`src/rtl/mmu_controller.sv`:
```
`default_nettype none
// ============================================================================
// Module      : mmu_controller
// Description : Virtual/physical memory controller. Direct-mapped TLB with
//               flush, two-word page-table walker, privilege / write-protect /
//               not-present fault reporting, and a configurable RAM latency.
//               Optional hit/miss counters are enabled by MMU_TLB_STATS_EN.
// Revision    : 1.0 - initial release
// ============================================================================
module mmu_controller #(
    parameter int VADDR_W      = 32,
    parameter int PADDR_W      = 32,
    parameter int PAGE_BITS    = 12,
    parameter int TLB_IDX_BITS = 6,
    parameter int MEM_LAT      = 2
) (
    input  logic               clk,
    input  logic               reset,
    input  logic               mcReadReq,
    input  logic               mcWriteReq,
    input  logic               mcAddrVirtual,
    input  logic               mcExecMode,
    input  logic [VADDR_W-1:0] mcRamAddress,
    input  logic [31:0]        mcRamIn,
    output logic [31:0]        mcRamOut,
    output logic [1:0]         mcStatus,
    output logic [1:0]         mcFaultCode,
    input  logic               tlbFlush,
    input  logic [PADDR_W-1:0] ptAddress,
`ifdef MMU_TLB_STATS_EN
    output logic [31:0]        tlbHits,
    output logic [31:0]        tlbMisses,
`endif
    output logic [PADDR_W-1:0] phRamAddress,
    output logic [31:0]        phRamOut,
    output logic               phReadReq,
    output logic               phWriteReq,
    input  logic [31:0]        phRamIn
);
    localparam int VPN_W = VADDR_W - PAGE_BITS;
    localparam int PPN_W = PADDR_W - PAGE_BITS;
    localparam int TLB_N = 1 << TLB_IDX_BITS;
    localparam int CNT_W = (MEM_LAT > 1) ? $clog2(MEM_LAT) : 1;
    localparam logic [CNT_W-1:0] LAT_LOAD = CNT_W'(MEM_LAT - 1);

    typedef enum logic [2:0] {
        READY = 3'd0,
        PRAM  = 3'd1,
        PTW0  = 3'd2,
        PTW1  = 3'd3,
        DONE  = 3'd4,
        FAULT = 3'd5
    } state_t;

    state_t state, state_next;

    // TLB storage: only the valid bits need a reset value
    logic [TLB_N-1:0] tlb_valid;
    logic [TLB_N-1:0] tlb_super;
    logic [TLB_N-1:0] tlb_ro;
    logic [VPN_W-1:0] tlb_tag [TLB_N];
    logic [PPN_W-1:0] tlb_ppn [TLB_N];

    // Request context captured at acceptance, used by the walker
    logic                    req_wr, req_user;
    logic [VPN_W-1:0]        req_vpn;
    logic [TLB_IDX_BITS-1:0] req_idx;
    logic [PAGE_BITS-1:0]    req_off;
    logic [31:0]             req_wdata;
    logic                    pte_present, pte_super, pte_ro;
    logic                    flush_pending;
    logic [1:0]              fault_code;
    logic [CNT_W-1:0]        cnt;

    // Fold the VPN into a TLB index: XOR of index-wide slices, LSB first
    function automatic logic [TLB_IDX_BITS-1:0] fold_vpn(input logic [VPN_W-1:0] v);
        logic [TLB_IDX_BITS-1:0] r;
        r = '0;
        for (int i = 0; i < VPN_W; i++) r[i % TLB_IDX_BITS] ^= v[i];
        return r;
    endfunction

    logic [VPN_W-1:0]        in_vpn;
    logic [PAGE_BITS-1:0]    in_off;
    logic [TLB_IDX_BITS-1:0] in_idx;
    logic                    in_req, in_wr, hit;
    logic [PADDR_W-1:0]      pte_addr;
    logic [PPN_W-1:0]        walk_ppn;

    assign in_vpn   = mcRamAddress[VADDR_W-1:PAGE_BITS];
    assign in_off   = mcRamAddress[PAGE_BITS-1:0];
    assign in_idx   = fold_vpn(in_vpn);
    assign in_req   = mcReadReq | mcWriteReq;
    assign in_wr    = mcWriteReq & ~mcReadReq;
    assign hit      = tlb_valid[in_idx] && (tlb_tag[in_idx] == in_vpn);
    assign pte_addr = ptAddress + PADDR_W'({in_vpn, 3'b000});
    assign walk_ppn = phRamIn[PPN_W-1:0];

    logic               issue, issue_rd, flush_now, fill, capture, sample_w0;
    logic               latch_out, fault_set;
    logic [1:0]         fault_next;
    logic [PADDR_W-1:0] issue_addr;
    logic [31:0]        issue_data;

    // State register
    always_ff @(posedge clk or negedge reset) begin
        if (!reset) state <= READY;
        else        state <= state_next;
    end

    // Next-state and control decode
    always_comb begin
        state_next = state;
        issue      = 1'b0;
        issue_rd   = 1'b1;
        issue_addr = '0;
        issue_data = req_wdata;
        flush_now  = 1'b0;
        fill       = 1'b0;
        capture    = 1'b0;
        sample_w0  = 1'b0;
        latch_out  = 1'b0;
        fault_set  = 1'b0;
        fault_next = 2'd0;
        case (state)
            READY: begin
                if (tlbFlush || flush_pending) begin
                    flush_now = 1'b1;
                end else if (in_req) begin
                    capture    = 1'b1;
                    issue_data = mcRamIn;
                    if (!mcAddrVirtual) begin
                        issue = 1'b1; issue_rd = ~in_wr;
                        issue_addr = PADDR_W'(mcRamAddress);
                        state_next = PRAM;
                    end else if (hit) begin
                        if (tlb_super[in_idx] && mcExecMode) begin
                            fault_set = 1'b1; fault_next = 2'd2; state_next = FAULT;
                        end else if (tlb_ro[in_idx] && in_wr) begin
                            fault_set = 1'b1; fault_next = 2'd3; state_next = FAULT;
                        end else begin
                            issue = 1'b1; issue_rd = ~in_wr;
                            issue_addr = {tlb_ppn[in_idx], in_off};
                            state_next = PRAM;
                        end
                    end else begin
                        issue = 1'b1; issue_addr = pte_addr;
                        state_next = PTW0;
                    end
                end
            end
            PRAM: if (cnt == '0) begin
                latch_out  = ~req_wr;
                state_next = DONE;
            end
            PTW0: if (cnt == '0) begin
                sample_w0  = 1'b1;
                issue      = 1'b1;
                issue_addr = phRamAddress + PADDR_W'(4);
                state_next = PTW1;
            end
            PTW1: if (cnt == '0) begin
                if (!pte_present) begin
                    fault_set = 1'b1; fault_next = 2'd1; state_next = FAULT;
                end else begin
                    fill = 1'b1;
                    if (pte_super && req_user) begin
                        fault_set = 1'b1; fault_next = 2'd2; state_next = FAULT;
                    end else if (pte_ro && req_wr) begin
                        fault_set = 1'b1; fault_next = 2'd3; state_next = FAULT;
                    end else begin
                        issue = 1'b1; issue_rd = ~req_wr;
                        issue_addr = {walk_ppn, req_off};
                        state_next = PRAM;
                    end
                end
            end
            DONE:    state_next = READY;
            FAULT:   state_next = READY;
            default: state_next = READY;
        endcase
    end

    // Datapath, strobes, latency counter and flush bookkeeping
    always_ff @(posedge clk or negedge reset) begin
        if (!reset) begin
            tlb_valid     <= '0;
            flush_pending <= 1'b0;
            cnt           <= '0;
            phReadReq     <= 1'b0;
            phWriteReq    <= 1'b0;
            phRamAddress  <= '0;
            phRamOut      <= '0;
            mcRamOut      <= '0;
            fault_code    <= 2'd0;
            req_wr        <= 1'b0;
            req_user      <= 1'b0;
            req_vpn       <= '0;
            req_idx       <= '0;
            req_off       <= '0;
            req_wdata     <= '0;
            pte_present   <= 1'b0;
            pte_super     <= 1'b0;
            pte_ro        <= 1'b0;
        end else begin
            phReadReq  <= issue & issue_rd;
            phWriteReq <= issue & ~issue_rd;
            fault_code <= fault_set ? fault_next : 2'd0;
            if (issue) begin
                phRamAddress <= issue_addr;
                phRamOut     <= issue_data;
                cnt          <= LAT_LOAD;
            end else if (cnt != '0) begin
                cnt <= cnt - 1'b1;
            end
            if (capture) begin
                req_wr    <= in_wr;
                req_user  <= mcExecMode;
                req_vpn   <= in_vpn;
                req_idx   <= in_idx;
                req_off   <= in_off;
                req_wdata <= mcRamIn;
            end
            if (sample_w0) begin
                pte_present <= phRamIn[31];
                pte_super   <= phRamIn[30];
                pte_ro      <= phRamIn[29];
            end
            if (latch_out) mcRamOut <= phRamIn;
            // A flush seen while busy is remembered and replayed in READY
            if (flush_now)                       flush_pending <= 1'b0;
            else if (tlbFlush && state != READY) flush_pending <= 1'b1;
            if (flush_now)  tlb_valid          <= '0;
            else if (fill)  tlb_valid[req_idx] <= 1'b1;
        end
    end

    // TLB payload, written on a successful walk
    always_ff @(posedge clk) begin
        if (fill) begin
            tlb_super[req_idx] <= pte_super;
            tlb_ro[req_idx]    <= pte_ro;
            tlb_tag[req_idx]   <= req_vpn;
            tlb_ppn[req_idx]   <= walk_ppn;
        end
    end

    // Status decode from state
    always_comb begin
        case (state)
            DONE:    mcStatus = 2'd2;
            FAULT:   mcStatus = 2'd0;
            default: mcStatus = 2'd1;
        endcase
    end
    assign mcFaultCode = fault_code;

`ifdef MMU_TLB_STATS_EN
    logic count_lookup;
    assign count_lookup = (state == READY) && !tlbFlush && !flush_pending &&
                          in_req && mcAddrVirtual;

    // Saturating hit/miss counters, unaffected by flush
    always_ff @(posedge clk or negedge reset) begin
        if (!reset) begin
            tlbHits   <= '0;
            tlbMisses <= '0;
        end else if (count_lookup) begin
            if (hit) begin
                if (tlbHits != 32'hFFFF_FFFF) tlbHits <= tlbHits + 32'd1;
            end else begin
                if (tlbMisses != 32'hFFFF_FFFF) tlbMisses <= tlbMisses + 32'd1;
            end
        end
    end
`endif

endmodule
`default_nettype wire

```
`config.mk`:
```
export PLATFORM = sky130hd
export DESIGN_NAME = mmu_controller
export DESIGN_NICKNAME = d
export VERILOG_FILES = /design/src/rtl/mmu_controller.sv
export SDC_FILE = /design/constraint.sdc
export NUM_CORES = 2
export LEC_CHECK = 0
export CAP_MARGIN = 20
export CORE_MARGIN = 2
export CORE_UTILIZATION = 61
export DETAILED_ROUTE_END_ITERATION = 10
export PLACE_DENSITY = 0.76
export RECOVER_POWER = 25
export SYNTH_ARGS = -nofsm -noshare
export SYNTH_HDL_FRONTEND = slang
export SYNTH_SLANG_ARGS = --single-unit
```
`constraint.sdc`:
```
create_clock -name clk -period 5.25 [get_ports clk]
set_input_delay 1.05 -clock clk [delete_from_list [all_inputs] [get_ports clk]]
set_output_delay 1.05 -clock clk [all_outputs]
set_load 0.02 [all_outputs]
```
=== Yosys cells after proc, flatten, opt, wreduce, memory -nomap -nowiden ===
Memory sizes are Yosys's and may differ from the RTL's.
Index checks and enable logic that the tools add are counted.

* Flip-flop bits (word level): 372
* Bits in latches: 0
* Memory bits (writable): 2,560
* Bits in read-only memories: 0
* Bits of input ports: 135
* Output and inout bits: 102
* Logic and storage cells: 180
* Memories kept: 2

* Add/subtract/negate cells: 3
* $mul: 0
* Div/mod/pow operators: 0
* Order comparisons: 3
* Eq/ne operators: 11
* Shift operators: 0
* Mux-type cells: 104
* Bitwise logic cells: 23
* Reduce and logical (&&, ||, !) cells: 13

{| class="wikitable"
|+ Memories
! memory !! depth !! width !! rd ports !! clocked after memory_dff !! write ports !! line !! text
|-
| tlb_ppn || 64 || 20 || 1 || 0 || 1 || 62 || <nowiki>logic [PPN_W-1:0] tlb_ppn [TLB_N];</nowiki>
|-
| tlb_tag || 64 || 20 || 1 || 0 || 1 || 61 || <nowiki>logic [VPN_W-1:0] tlb_tag [TLB_N];</nowiki>
|}

{| class="wikitable"
|+ Operators with widths
! kind !! count
|-
| 32-bit 2-to-1 mux || 14
|-
| 64-bit bitwise mux || 2
|-
| 64-bit 2-to-1 mux || 2
|-
| 32-bit case mux with 3 select lines || 1
|-
| 64-bit OR || 1
|-
| 1-bit 2-to-1 mux || 52
|-
| 3-bit 2-to-1 mux || 12
|-
| 32-bit by 23-bit adder with 32-bit output || 1
|-
| 32-bit by 3-bit adder with 32-bit output (second input constant) || 1
|-
| 2-bit 2-to-1 mux || 11
|-
| 20-bit == test || 1
|-
| 1-bit binary-select mux with 6-bit select || 3
|-
| 6-bit by 7-bit < comparator with 1-bit output (second input constant) || 2
|-
| 1-bit bitwise XOR || 14
|-
| 3-bit case mux with 4 select lines || 1
|-
| 2-bit inequality test (second input constant) || 5
|-
| 2-bit case mux with 2 select lines || 2
|-
| 1-bit logical AND || 7
|-
| 1-bit demux with 6-bit select || 1
|-
| 3-bit by 2-bit == test with 1-bit output (second input constant) || 2
|-
| 3-bit == test (second input constant) || 2
|-
| 6-bit by 1-bit >= comparator with 1-bit output (second input constant) || 1
|-
| 5-bit AND reduction || 1
|-
| 1-bit NOT || 4
|-
| other kinds (10) || 14
|}

=== Longest topological paths before layout ===
* Depth after elaboration: 15
* Mapped depth: 24
* Depth with buffers taken out: 15

=== Worst setup path before layout ===
OpenSTA, ideal clock, no wires.

* Path kind: input-to-reg
* Start point: input mcRamAddress[24]
* End point: register phRamAddress[7]
* Setup time: 0.131 ns
* Arrival: 5.062 ns
* Required time: 5.119 ns
* Path slack: 0.057 ns
* Stages: 16
* Path buffers: 3
* Cells stage by stage: buf_6 > xor2_4 > xnor2_2 > buf_4 > buf_2 > mux4_2 > a22oi_1 > o221ai_1 > o21ai_0 > nand2_1 > a311o_1 > or4_4 > nor4_4 > nand2b_1 > o21ai_1 > or3_1

* Word-level cells in the longest chain between the ends: 12
* Elaborated cells on any way between the ends: 27
* Classes of those cells: 1 x eq/ne; 20 x mux; 2 x bitwise; 3 x reduce/logical; 1 x memory

{| class="wikitable"
|+ Ends and longest elaborated chain
! element !! line !! text
|-
| start: declaration || 23 || <nowiki>input logic [VADDR_W-1:0] mcRamAddress,</nowiki>
|-
| branches (longest 12 deep; another with memory read 64 x 20 bit) || n/a ||
|-
| end signal: assignment || 210 || <nowiki>phRamAddress <= issue_addr;</nowiki>
|-
| end: declaration || 34 || <nowiki>output logic [PADDR_W-1:0] phRamAddress,</nowiki>
|}

Parallel ways; which one is timed is not known. The select of a mux whose other input is x is not followed.
A chain may end at the register's enable or synchronous reset.

=== Worst setup path in the final report ===
* Start point: input mcRamAddress[27]
* End point: register phRamAddress[13]

* Word-level cells in the longest chain between the ends: 11
* Elaborated cells on any way between the ends: 27
* Classes of those cells: 1 x eq/ne; 20 x mux; 1 x bitwise; 3 x reduce/logical; 2 x memory

{| class="wikitable"
|+ Ends and longest elaborated chain
! element
|-
| branches (longest 11 deep; another with memory read 64 x 20 bit)
|}

Parallel ways; which one is timed is not known. The select of a mux whose other input is x is not followed.

==> metrics.txt <==
Req. time, crit path about 6.1 ns; clk sink count 2,932; height of the die 440 microns; fin. max-slew vios 1,222; Routed WL about 380 mm; largest net degree at the start of global routing roughly 100; asr flop ratio synth 8.32%; P_leak 46.8 nW; fin crit share 102%; critical path capture point type flop; max cap viols 24; setup ws final -0.114 ns; wire per inst roughly 38 microns; pre-CTS WS -1.41 ns; Worst Tran Pin Value 3.92 ns; total gr overflow 0; vias 71.1k; Routed Antenna Nets 0; Die W 440 microns; FP Rows 160; violated checks capacitance limit, slew limit, setup timing; cell count after placement between 9k and 10k; Mapped Nets between 6k and 7k; Setup-failing EPs final 22; Synth area leaders edfxtp_1 70%, mux4_2 12%, dfrtp_1 5.3%; most frequent CP cell buf_4; post-synth top area share between 60% and 70%; placed cell area 0.126 sq mm; Syn Area/Cell 18.8 sq um; CTS clk-pin slew, worst paths 0.06 ns; clock buffer count from CTS 304; CTS H-tree lvls 5; Crit path arrival time 6.24 ns; FF-to-FF path depth 14; Post-synth EDFFs roughly 2.7k; area grow syn2layout 18.5%; post-synthesis register bit count 2,932; Final Hold Fails 0; GRT Resource Usage Total around two fifths; Hold/Removal Path Class flop to flop; initial core utilization 61.3%; most frequent cell after synthesis edfxtp_1; final design utilization 72.6%; Post-Syn Area 0.116 sq mm; TritonCTS clock tree done; worst skew pair latency approximately 0.95 ns; Main synth FF type edfxtp_1; crit path max fanout 8; hold path depth 2; Max Fclk 0.186 GHz; leading area contributor after synthesis edfxtp_1; Post-DP HPWL 206 mm; unrepaired setup endpoints after global routing yes; Min Hold Slack 0.474 ns; Max-slew headroom -161%; Max stage delay on crit path approximately 0.54 ns; fin nets 7,235; core area 0.190 sq mm; Pwr Density 459 mW/mm^2; sequential area share after synthesis 74.8%; vias per cell 7.25; initial antenna violation count 21; drc violations 0; Synth Warn # 0; gpl congestion 0.956; run status finished with violations; die area 0.194 sq mm; IO Pins 237; Cell Count, Final, Fillers Out 9,816; Starting DRT DRC Count 12.9k; commonest cells in the netlist 2,688 x edfxtp_1, 781 x nand2_1, 608 x mux4_2; VDD IR max a little over 0.4 mV; crit-path cells clkdlybuf4s50_1, buf_6, xor3_4, buf_4, buf_4, nor3_4, buf_4, nand2_1, o32ai_1, nor4_2, a32oi_2, o31ai_2, nor4_2, a32oi_1, buf_4, nor4_4, buf_6, bufbuf_16, mux2_2, a21oi_1, a211o_1; TritonRoute pass-1 iters 8; post-route cell area 0.138 sq mm; ratio of cells with drive above 1 in the final layout 26.6%; Max clock buf depth 4; Root Buffer clkbuf_16; Worst Clk Skew 0.0545 ns; Final min period 5.36 ns; Post-Syn Instances 6,176; first-pass GRT wire length between 500 and 600 mm; critical path type input pin to flop; slowest CP cell xor3_4; Startpoint Class input pin; count of unique library cells instantiated by Yosys 87; Buffers on Ports 236; number of global-route vias before repair 69.1k
[layout by cell type, fill, tap and decap left out, drive strengths merged, types with 58 or more instances in the layout]
cell	count
edfxtp	2688
nand2	781
buf	685
mux4	612
clkbuf	427
dfrtp	244
nor2	204
clkdlybuf4s50	202
mux2i	150
nand3	149
clkinv	96
a22oi	74
o21ai	74
o21a	67
a311oi	65
and3	64
a31oi	58
a21oi	58
[layout make-up]
type                    instances  area, sq um
diodes                         10         25.0
clock buffers                 387         8260
clock inverters               136         1160
fillers                     10400        52000
inverters                      25         98.8
multi-input cells            2869        28300
flip-flops and latches       2932        86800
well taps                    2511         3140
repair buffers                946         9800
[what timing repair did]
action | in CTS | in global routing
resized for setup | 79 | 107
setup endpoints to repair | 72 | 72
hold buffers | 0 | 0
cloned | 11 | 9
pin swaps | 19 | 56
setup buffers | 24 | 69
[worst max-delay path, delay by kind of cell]
family,cells,cell delay [ns]
simple gates,5,1.09
xor+xnor,1,0.54
mux,1,0.32
compound gates,6,1.40
buf+inv,8,1.82
[final timing paths]
check	start	end	slack, ns
min in group asynchronous	reset	tlb_valid[27]$_DFFE_PN0P_	1.48
setup / recovery	mcRamAddress[27]	phRamAddress[13]$_DFFE_PN0P_	-0.11
hold reg to reg	req_wdata[11]$_DFFE_PN0P_	req_wdata[11]$_DFFE_PN0P_	0.47
max in group asynchronous	reset	phRamAddress[28]$_DFFE_PN0P_	0.66
setup reg to reg	tlb_tag[61][5]$_DFFE_PP_	phRamAddress[13]$_DFFE_PN0P_	1.01
hold / removal	req_wdata[11]$_DFFE_PN0P_	req_wdata[11]$_DFFE_PN0P_	0.47
[through the flow]
stage	power, mW	setup TNS (ns)
final	63.2	-1.11
after global routing	64.5	-1.11
after CTS	62.1	0
after detailed placement	41.2	-90.90
after global placement	40.9	-89.84
after floorplan	35.8	0
[layer usage]
metal	vias up	part of all wire (%)	GRT usage, %
li1	26800	-	-
met1	35700	32	49.6
met2	7056	45	56.7
met3	1594	15	12.3
met4	16	7.9	23.6
met5	-	0.029	0
[flip-flops by register name (all words and copies together), names as in the netlist, 2 cells and up]
register,flops
phRamOut,32
tlb_super,64
mcFaultCode,2
tlb_ro,64
req_wdata,32
req_vpn,20
tlb_ppn,1280
tlb_tag,1280
phRamAddress,32
mcRamOut,32
tlb_valid,64
state,3
req_idx,6
req_off,12
[where the power goes]
group	internal, mW	total (mW)	switching [mW]	leakage [nW]
clock	12.0	20.9	8.89	4.59
combinational	5.46	13.4	7.96	14.9
sequential	27.8	28.9	1.14	27.4
total	45.2	63.2	18.0	46.8
[cells by family (layout without fill, tap and decap cells)]
logic type / after synthesis / count (layout) / synth area share (%)
xor+xnor: 81 / 82 / 0.754
compound gates: 633 / 633 / 4.00
simple gates: 1332 / 1332 / 4.92
mux: 800 / 800 / 13.5
fa+ha+maj: 22 / 22 / 0.243
flops: 2932 / 2932 / 74.8
buf+inv: 376 / 1494 / 1.78
other cells: 0 / 10 / 0
(Power assumes the default switching activity.)
